===== src/rtl/board_store.sv =====
// Board register file for dark chess: 32 squares of {color, type[2:0], state},
// an LFSR-driven Fisher-Yates shuffle at game start, and per-colour piece counts.
module board_store #(
   parameter logic [15:0] SEED = 16'hACE1
) (
   input  logic         CLK,
   input  logic         RESET,
   input  logic         wr_en,
   input  logic [4:0]   wr_addr,
   input  logic [4:0]   wr_piece,
   input  logic         init_start,
   output logic [159:0] board_output,
   output logic         init_busy,
   output logic         init_done,
   output logic [4:0]   red_count,
   output logic [4:0]   black_count,
   output logic         game_over
);

   localparam int unsigned NSQ = 32;
   localparam int unsigned PW  = 5;
   localparam int unsigned AW  = 5;
   localparam int unsigned SW  = 6;

   typedef enum logic [2:0] {
      IDLE,
      LOAD,
      PICK,
      SWAP,
      DONE
   } state_t;

   state_t        state;
   state_t        state_next;
   logic [PW-1:0] sq [NSQ];
   logic [15:0]   lfsr;
   logic [AW-1:0] idx_i;
   logic [AW-1:0] idx_j;
   logic [AW-1:0] mask;
   logic [AW-1:0] pick_j;
   logic          pick_ok;
   logic [SW-1:0] red_sum;
   logic [SW-1:0] black_sum;

   // Canonical covered piece for a square: low half red, high half black
   function automatic logic [PW-1:0] canon(input logic [AW-1:0] a);
      logic [2:0] t;
      case (a[3:0])
         4'd0:          t = 3'b111;
         4'd1, 4'd2:    t = 3'b110;
         4'd3, 4'd4:    t = 3'b101;
         4'd5, 4'd6:    t = 3'b100;
         4'd7, 4'd8:    t = 3'b011;
         4'd9, 4'd10:   t = 3'b010;
         default:       t = 3'b001;
      endcase
      return {a[4], t, 1'b0};
   endfunction

   // Free-running Fibonacci LFSR, x^16+x^14+x^13+x^11+1
   always_ff @(posedge CLK or posedge RESET) begin
      if (RESET) begin
         lfsr <= SEED;
      end else begin
         lfsr <= {lfsr[14:0], lfsr[15] ^ lfsr[13] ^ lfsr[12] ^ lfsr[10]};
      end
   end

   // Smallest all-ones mask covering the current shuffle index
   always_comb begin
      mask = 5'h01;
      if (idx_i[4])      mask = 5'h1F;
      else if (idx_i[3]) mask = 5'h0F;
      else if (idx_i[2]) mask = 5'h07;
      else if (idx_i[1]) mask = 5'h03;
      pick_j  = lfsr[4:0] & mask;
      pick_ok = (pick_j <= idx_i);
   end

   // State register
   always_ff @(posedge CLK or posedge RESET) begin
      if (RESET) begin
         state <= IDLE;
      end else begin
         state <= state_next;
      end
   end

   // Next-state logic; out-of-range candidates are rejected and retried
   always_comb begin
      state_next = state;
      case (state)
         IDLE:    if (init_start) state_next = LOAD;
         LOAD:    state_next = PICK;
         PICK:    if (pick_ok) state_next = SWAP;
         SWAP:    state_next = (idx_i == 5'd1) ? DONE : PICK;
         DONE:    state_next = IDLE;
         default: state_next = IDLE;
      endcase
   end

   // Status outputs registered from the next state so they align with it
   always_ff @(posedge CLK or posedge RESET) begin
      if (RESET) begin
         init_busy <= 1'b0;
         init_done <= 1'b0;
      end else begin
         init_busy <= (state_next != IDLE);
         init_done <= (state_next == DONE);
      end
   end

   // Square storage: player writes when idle, reload and swaps while shuffling
   always_ff @(posedge CLK or posedge RESET) begin
      if (RESET) begin
         for (int k = 0; k < NSQ; k++) sq[k] <= canon(AW'(k));
         idx_i <= '0;
         idx_j <= '0;
      end else begin
         case (state)
            IDLE: begin
               if (wr_en && !init_start) sq[wr_addr] <= wr_piece;
            end
            LOAD: begin
               for (int k = 0; k < NSQ; k++) sq[k] <= canon(AW'(k));
               idx_i <= 5'd31;
            end
            PICK: begin
               idx_j <= pick_j;
            end
            SWAP: begin
               sq[idx_i] <= sq[idx_j];
               sq[idx_j] <= sq[idx_i];
               if (idx_i != 5'd1) idx_i <= idx_i - 5'd1;
            end
            default: ;
         endcase
      end
   end

   // Flatten squares onto the board bus
   always_comb begin
      board_output = '0;
      for (int k = 0; k < NSQ; k++) board_output[k*PW +: PW] = sq[k];
   end

   // Live pieces per colour (non-empty type field)
   always_comb begin
      red_sum   = '0;
      black_sum = '0;
      for (int k = 0; k < NSQ; k++) begin
         if (sq[k][3:1] != 3'b000) begin
            if (sq[k][4]) black_sum = black_sum + 6'd1;
            else          red_sum   = red_sum + 6'd1;
         end
      end
   end

   // Registered counts; a full board of one colour saturates at 31 so it never reads as zero
   always_ff @(posedge CLK or posedge RESET) begin
      if (RESET) begin
         red_count   <= 5'd16;
         black_count <= 5'd16;
      end else begin
         red_count   <= red_sum[5]   ? 5'd31 : red_sum[4:0];
         black_count <= black_sum[5] ? 5'd31 : black_sum[4:0];
      end
   end

   // Game over once idle with one side wiped out
   always_ff @(posedge CLK or posedge RESET) begin
      if (RESET) begin
         game_over <= 1'b0;
      end else begin
         game_over <= !init_busy && (red_count == 5'd0 || black_count == 5'd0);
      end
   end

endmodule


===== config.mk =====
export PLATFORM = sky130hd
export DESIGN_NAME = board_store
export DESIGN_NICKNAME = d
export VERILOG_FILES = /design/src/rtl/board_store.sv
export SDC_FILE = /design/constraint.sdc
export NUM_CORES = 1
export LEC_CHECK = 0
export CORE_MARGIN = 1.5
export CORE_UTILIZATION = 40
export CTS_CLUSTER_SIZE = 20
export DETAILED_ROUTE_END_ITERATION = 6
export GPL_ROUTABILITY_DRIVEN = 1
export GPL_TIMING_DRIVEN = 1
export PLACE_DENSITY = 0.59
export SETUP_SLACK_MARGIN = 0.15
export SLEW_MARGIN = 40
export SYNTH_ARGS = -nofsm -noshare
export SYNTH_HDL_FRONTEND = slang
export SYNTH_SLANG_ARGS = --single-unit
export TNS_END_PERCENT = 30

===== constraint.sdc =====
create_clock -name CLK -period 39.9 [get_ports CLK]
set_input_delay 7.98 -clock CLK [delete_from_list [all_inputs] [get_ports CLK]]
set_output_delay 7.98 -clock CLK [all_outputs]
set_load 0.01 [all_outputs]

Yosys cells after proc, flatten, opt, wreduce, memory -nomap -nowiden
Index checks and enable logic that the tools add are counted.

storage, ports and cells
  register bits = 202
  input port bits = 14

operators by class
  add/subtract/negate cells = 63
  $lt $le $gt $ge = 7
  equal/unequal tests = 8
  multiplexer cells = 157
  bitwise operators = 7
  reductions and logical operators = 48

operators with widths
  kind                 number
  $mux 6               124
  $bwmux 160           3
  $pmux 160 s3         1
  $add 6x1->6 const B  62
  $mux 160             1
  $reduce_bool 3->1    34
  $demux 5 s5          3
  $mux 5               11
  $bmux 5 s5           2
  $ge 6x6->1 const B   3
  $lt 6x1->1 const B   3
  $not 5->6            3
  $mux 3               4
  $pmux 3 s4           1
  $logic_not 5->1      2
  $pmux 5 s2           1
  $eq 3x2->1 const B   2
  $and 5x5->5          1
  $eq 5x1->1 const B   1
  $le 5x5->1           1
  $logic_and 1x1->1    5
  $ne 5x1->1 const B   1
  $sub 5x1->5 const B  1
  $mux 1               4
  other kinds (11)     16

Longest topological paths before layout
Gate-level depths: netlist of the first run.

  word-level depth = 96
  mapped depth = 107
  gate-level depth less buffers = 107

Worst setup path before layout of the first run
No wires, ideal clock.

  path type = flip-flop to flip-flop
  start point = reg (tool-made name)
  end point = reg red_count[1]
  library setup time = 141 ps
  arrival time = 19,038 ps
  required time = 39,759 ps
  slack = 20,721 ps
  cell stages (with the launch flop) = 108
  buffers on the path = 0
  clock period less this slack = 19,179 ps
  cell sequence = dfstp_2 > nor3_1 > nor2_1 > ha_1 > o31ai_1 > o31a_1 > inv_1 > ha_1 > nand3_1 > nand2_1 > ha_1 > nor3_1 > a31oi_1 > ha_1 > nand3_1 > nand2b_1 > ha_1 > a221oi_1 > [... 72 more ...] > ha_1 > or3_1 > o41a_1 > o31ai_1 > inv_1 > ha_1 > nand2_1 > o21ai_0 > ha_1 > mux2_2 > ha_1 > nand2_1 > xnor2_2 > nand4_1 > or4b_1 > mux2i_1 > xor2_1 > nand3_1

RTL lines
  what                    line  source
  end signal: assignment  165   red_count <= red_sum[5] ? 5'd31 : red_sum[4:0];
  end: declaration        15    output logic [4:0] red_count,

==> results of run 1 <==
final timing paths:
| path | start | to | slack [ns] | cells after the start |
|---|---|---|---|---|
| min reg2reg | lfsr[8]$_DFF_PP0_ | lfsr[9]$_DFF_PP0_ | 0.34 | 0 |
| min | lfsr[8]$_DFF_PP0_ | lfsr[9]$_DFF_PP0_ | 0.34 | 0 |
| min in group asynchronous | RESET | async pin | 8.01 | 2 |
| max reg2reg | flip-flop | red_count[2]$_DFF_PP0_ | 18.39 | 107 |
| max | flip-flop | red_count[2]$_DFF_PP0_ | 18.39 | 107 |
| max in group asynchronous | RESET | async pin | 30.68 | 3 |
per-layer routing:
metal	track usage (%)	routed length (um)	part of all wire, %
met4	17.7	5820	6.1
met5	0	0	0
met1	40.0	38200	40
met2	48.4	42600	45
met3	5.09	9080	9.5
cell usage after synthesis, types with 10 or more instances:
master / number / share of area, %
a211oi_1: 47 / 1.5
a21oi_1: 307 / 6.5
a22oi_1: 29 / 0.92
a31oi_1: 11 / 0.29
a32oi_1: 11 / 0.41
and2_1: 20 / 0.53
and3_1: 29 / 0.77
buf_1: 21 / 0.33
buf_2: 10 / 0.21
clkbuf_1: 146 / 2.3
dfrtp_1: 128 / 14
dfstp_2: 74 / 8.2
ha_1: 71 / 3.7
inv_1: 51 / 0.81
mux2_2: 30 / 1.4
mux2i_1: 165 / 7.0
mux4_2: 90 / 8.6
nand2_1: 247 / 3.9
nand2b_1: 33 / 0.87
nand3_1: 50 / 1.1
nand4_1: 21 / 0.55
nor2_1: 411 / 6.5
nor2b_1: 26 / 0.69
nor3_1: 81 / 1.7
nor3b_1: 19 / 0.60
o211ai_1: 52 / 1.6
o21ai_0: 113 / 2.4
o21ai_1: 10 / 0.21
o22ai_1: 69 / 1.8
o31a_1: 19 / 0.70
o31ai_1: 21 / 0.67
or2_2: 14 / 0.37
or3_1: 16 / 0.42
or4_1: 11 / 0.35
xnor2_1: 139 / 5.1
xnor2_2: 17 / 1.2
xnor3_1: 19 / 1.8
xor2_1: 48 / 1.8
cell families (layout without fill, tap and decap cells):
family | Yosys count | count (layout)
AOI/OAI and AO/OA | 800 | 800
xor gates and xnor gates | 243 | 243
adders and majority gates | 74 | 74
buffers and inverters | 236 | 316
DFF | 202 | 202
muxes | 288 | 288
and+or+nand+nor | 1033 | 1033
stage by stage:
stage,worst slack (ns),std cells
after floorplan,20.72,2876
after global placement,19.40,3685
after detailed placement,18.58,3685
after CTS,18.56,3729
after global routing,16.85,3729
final,18.39,3729
worst max-delay path: cells and delay by family (launching register included):
| kind | cells | cell delay [ns] |
|---|---|---|
| buffers and inverters | 8 | 0.63 |
| AO/OA/AOI/OAI | 25 | 4.34 |
| adder cells (fa/ha/maj) | 30 | 8.78 |
| XOR/XNOR | 2 | 0.46 |
| AND/OR/NAND/NOR | 35 | 5.29 |
| multiplexers | 7 | 1.51 |
| flip-flops | 1 | 0.40 |
layout make-up:
class | count | area, um^2 | share of cell area, %
inverters | 56 | 223 | 0.824
flip-flops and latches | 202 | 5150 | 19.1
well taps | 773 | 967 | 3.58
repair buffers | 216 | 2080 | 7.70
multi-input cells | 2438 | 17800 | 65.8
clock inverters | 12 | 163 | 0.602
clock buffers | 32 | 651 | 2.41
==> impl_metrics.py, run 1 <==
metrics = {
    "run_status": {
        "status": "complete, no violations",
    },
    "clock_tree": {
        "insertion_delay_ns": 0.57,
        "cts.clk_slew.worst_paths_ns": 0.07,
        "cts_setup_buffers": 0,
        "numCtsBuffers": 24,
        "postCtsHoldBufs": 0,
        "cts_resized": 0,
        "cts_tree": "built",
        "root_buffer": "clkbuf_16",
        "clock_sinks": 202,
        "htree_levels": 1,
        "clockBufferDepth": 3,
    },
    "timing": {
        "slew_headroom_pct": 37.5,
        "rsz0062_at_grt": "false",
        "setup_tns_ns": 0,
        "whs_ns": 0.340,
        "drv_slew": 0,
        "setup_viol": 0,
        "fin_crit_sh_pct": 53.9,
        "min_period_ns": 21.51,
        "tightest_slew_ns": 0.931,
        "hold_viol_final": 0,
        "fin_worst_skew_ns": 0.0357,
        "max_freq_mhz": 46.5,
    },
    "setup_path": {
        "crit_path_end_kind": "flip-flop",
        "critical-path-max-stage-delay_ns": 0.54,
        "cp.required_ns": 40.34,
        "crit_fanout": 7,
        "crit_type": "flip-flop to flip-flop",
        "arrival_ns": 21.94,
        "slowest_stage": "or4b_1",
        "cp_common_cell": "ha_1",
        "start_kind": "flip-flop",
    },
    "global_routing": {
        "grt_pass1_wl_mm": 143,
        "grt_max_degree": 136,
        "grt_pass1_vias": 23185,
        "grt_util_all_layers_pct": 30.8,
        "gr-total-overflow": 0,
        "antenna_found_initial": 0,
    },
    "synthesis": {
        "synth_compound_area_share_pct": 21.3,
        "syn_area_per_cell_um2": 8.24,
        "ys_types": 107,
        "synth_ff_type": "dfrtp_1",
        "yosys-mux-area-fraction_pct": 17.1,
        "synthAdderAreaFrac_pct": 3.88,
        "ys_seq_area_share_pct": 21.7,
        "synth_edf_count": 0,
        "synthCells": 2876,
        "synth_seq_cells": 202,
        "synth_top_family_by_area": "compound AO/OA/AOI/OAI gates",
        "synth_nets": 2961,
        "async_flop_share_pct": 100,
        "syn-cell-area_um2": 23700,
        "ys_warn_count": 0,
        "yosys.area_share.simple_pct": 20.4,
        "synth_xor_area_share_pct": 11.7,
    },
    "floorplan": {
        "pin_count": 187,
        "die_height_um": 246,
        "fp-row-count": 89,
        "die_width_um": 246,
        "dieArea_um2": 60700,
        "coreArea_um2": 58800,
        "initial_core_util_pct": 40.3,
    },
    "cells_and_area": {
        "fin_util_pct": 46.0,
        "diodes": 0,
        "fillers": 5707,
        "design_area_um2": 27000,
        "layout_common_cells": "411 x nor2_1, 307 x a21oi_1, 246 x nand2_1, 184 x clkdlybuf4s50_1, 160 x mux2i_1",
        "area_growth_pct": 14.1,
        "layout.cells.most_common": "nor2_1",
        "fin_nets": 3023,
        "layout-drive-gt1-share_pct": 12.8,
    },
    "route": {
        "vias_per_cell": 6.48,
        "drt-pass1-iter-count": 6,
        "num_vias": 24160,
        "drt_iter0_markers": 2854,
        "drc": 0,
        "routed_wirelength_mm": 95.7,
        "wl_per_cell_um": 25.7,
        "ant_nets": 0,
    },
    "placed_design": {
        "portBuffers": 186,
        "gp_congestion": 0.985,
        "placed_cell_area_um2": 26200,
        "hpwl_mm": 68.5,
    },
    "run": {
        "maxCapViolations": 0,
    },
    "worst_hold_path": {
        "hp-class": "flip-flop to flip-flop",
    },
}
Power of run 1 is left out: the tool's default activity adds up to more than one toggle a clock period on the data nets, which glitch-free logic cannot reach.
==> inputs of run 2 (changes only) <==
PLACE_DENSITY = 0.62   (was 0.59)
clock period = 19.67 ns   (was 39.9 ns; I/O delays follow)
==> run 2 against run 1 <==
Effect of this change: the run now ends with DRC left; flip-flop and latch count unchanged; register-to-register slack got worse by 18 ns; first-iteration DRC count fell by 3.3%; clock skew shrank 0.023 ns; wire length up 0.53%; utilization rose by 2.1 points; hold slack better by 0.0095 ns; count of clock-buffer cells in the layout up 2; global-route usage fell by 0.30 points; via count up 3.8%; non-clock buffer count rose by 84; critical path type unchanged; critical endpoint unchanged.
==> impl_metrics.py, run 2 (same netlist as run 1, synthesis figures left out) <==
metrics = {
    "run_status": {
        "status": "finished, violations left",
        "violations": "DRC",
    },
    "setup_path": {
        "crit_path_end_kind": "flip-flop",
        "cp.required_ns": 20.10,
        "crit_type": "flip-flop to flip-flop",
        "critical-path-max-stage-delay_ns": 0.56,
        "critPathTopFamily": "adder cells",
        "crit_fanout": 5,
        "start_kind": "flip-flop",
        "arrival_ns": 19.77,
        "slowest_stage": "dfstp_2",
        "critPathBufInv": 11,
    },
    "route": {
        "drc": 1,
        "routed_wirelength_mm": 96.2,
        "vias_per_cell": 6.57,
        "num_vias": 25070,
        "ant_nets": 0,
        "drt_iter0_markers": 2761,
        "wl_per_cell_um": 25.2,
        "drt-pass1-iter-count": 7,
    },
    "floorplan": {
        "dieArea_um2": 60700,
        "die_width_um": 246,
        "coreArea_um2": 58800,
        "pin_count": 187,
        "initial_core_util_pct": 40.3,
        "die_height_um": 246,
        "fp-row-count": 89,
    },
    "global_routing": {
        "grt_pass1_wl_mm": 143,
        "grt_pass1_vias": 23690,
        "grt_util_all_layers_pct": 30.5,
        "gr-total-overflow": 0,
        "antenna_found_initial": 1,
        "grt_max_degree": 78,
    },
    "clock_tree": {
        "cts_tree": "built",
        "numCtsBuffers": 25,
        "postCtsHoldBufs": 0,
        "htree_levels": 1,
        "cts.clk_slew.worst_paths_ns": 0.06,
        "clock_sinks": 202,
        "insertion_delay_ns": 0.55,
        "clockBufferDepth": 3,
        "root_buffer": "clkbuf_16",
    },
    "placed_design": {
        "post-place-ws_ns": -0.801,
        "portBuffers": 186,
        "placed_cell_area_um2": 26500,
        "gp_congestion": 1.00,
        "hpwl_mm": 68.1,
    },
    "timing": {
        "drv_slew": 0,
        "slew_headroom_pct": 38.1,
        "min_period_ns": 19.33,
        "tightest_slew_ns": 0.925,
        "rsz0062_at_grt": "true",
        "fin_crit_sh_pct": 98.3,
        "setup_slack_ns": 0.337,
        "whs_ns": 0.350,
        "setup_viol": 0,
        "max_freq_mhz": 51.7,
        "fin_worst_skew_ns": 0.0126,
        "hold_viol_final": 0,
    },
    "worst_hold_path": {
        "min-delay-start": "lfsr[8]$_DFF_PP0_",
        "hp-class": "flip-flop to flip-flop",
    },
    "cells_and_area": {
        "layout_common_cells": "404 x nor2_1, 305 x a21oi_1, 238 x nand2_1, 184 x clkdlybuf4s50_1, 158 x mux2i_1",
        "fin_util_pct": 48.1,
        "area_growth_pct": 19.3,
        "design_area_um2": 28300,
        "fin_nets": 3108,
        "layout.cells.most_common": "nor2_1",
        "layout-drive-gt1-share_pct": 17.7,
        "fillers": 5558,
    },
    "run": {
        "maxCapViolations": 0,
    },
}
## run 2: final timing paths
path | slack [ns] | cells past startpoint | to
max | 0.34 | 109 | red_count[2]$_DFF_PP0_
min | 0.35 | 0 | lfsr[9]$_DFF_PP0_
max reg2reg | 0.34 | 109 | red_count[2]$_DFF_PP0_
min reg2reg | 0.35 | 0 | lfsr[9]$_DFF_PP0_
max in group asynchronous | 14.05 | 4 | idx_i[1]$_DFFE_PP0P_
min in group asynchronous | 3.85 | 2 | red_count[2]$_DFF_PP0_
## run 2: metrics by stage
step           TNS [ns]  cells
3_5_place_dp      -3.86   3729
6_report              0   3815
4_1_cts               0   3790
3_3_place_gp    -0.0663   3727
2_1_floorplan         0   2876
5_1_grt           -2.40   3814
## run 2: routing by layer
metal	global-route usage (%)	routed length, um
met1	39.3	37100
met2	48.5	43600
met3	5.16	9730
met4	16.7	5830
met5	0	0
## run 2: area by class of cell
class	instances	area [um^2]	share of cell area (%)
clock buffer	34	699	2.47
clock inverter	11	184	0.651
tap	773	967	3.42
sequential	202	5160	18.2
timing repair buffer	300	2740	9.69
antenna	1	2.50	0.00885
multi-input combinational	2438	18300	64.7
inverter	56	218	0.770
## run 2: worst register-to-register path: cells and delay by family (launching register included)
kind	cells	cell delay, ns
AO/OA/AOI/OAI	27	3.71
adder cells (fa/ha/maj)	30	7.97
multiplexers	7	1.42
buffers and inverters	11	1.02
flip-flops	1	0.56
XOR/XNOR	1	0.18
AND/OR/NAND/NOR	33	4.38
## run 2: timing repair
item / in CTS / in global routing
pin swaps: 22 / 54
setup buffers: 16 / 24
gates resized for setup: 28 / 73
endpoints found under the setup margin: 5 / 10
endpoints found under the hold margin: 0 / 0
Power of run 2 is left out for the same reason.
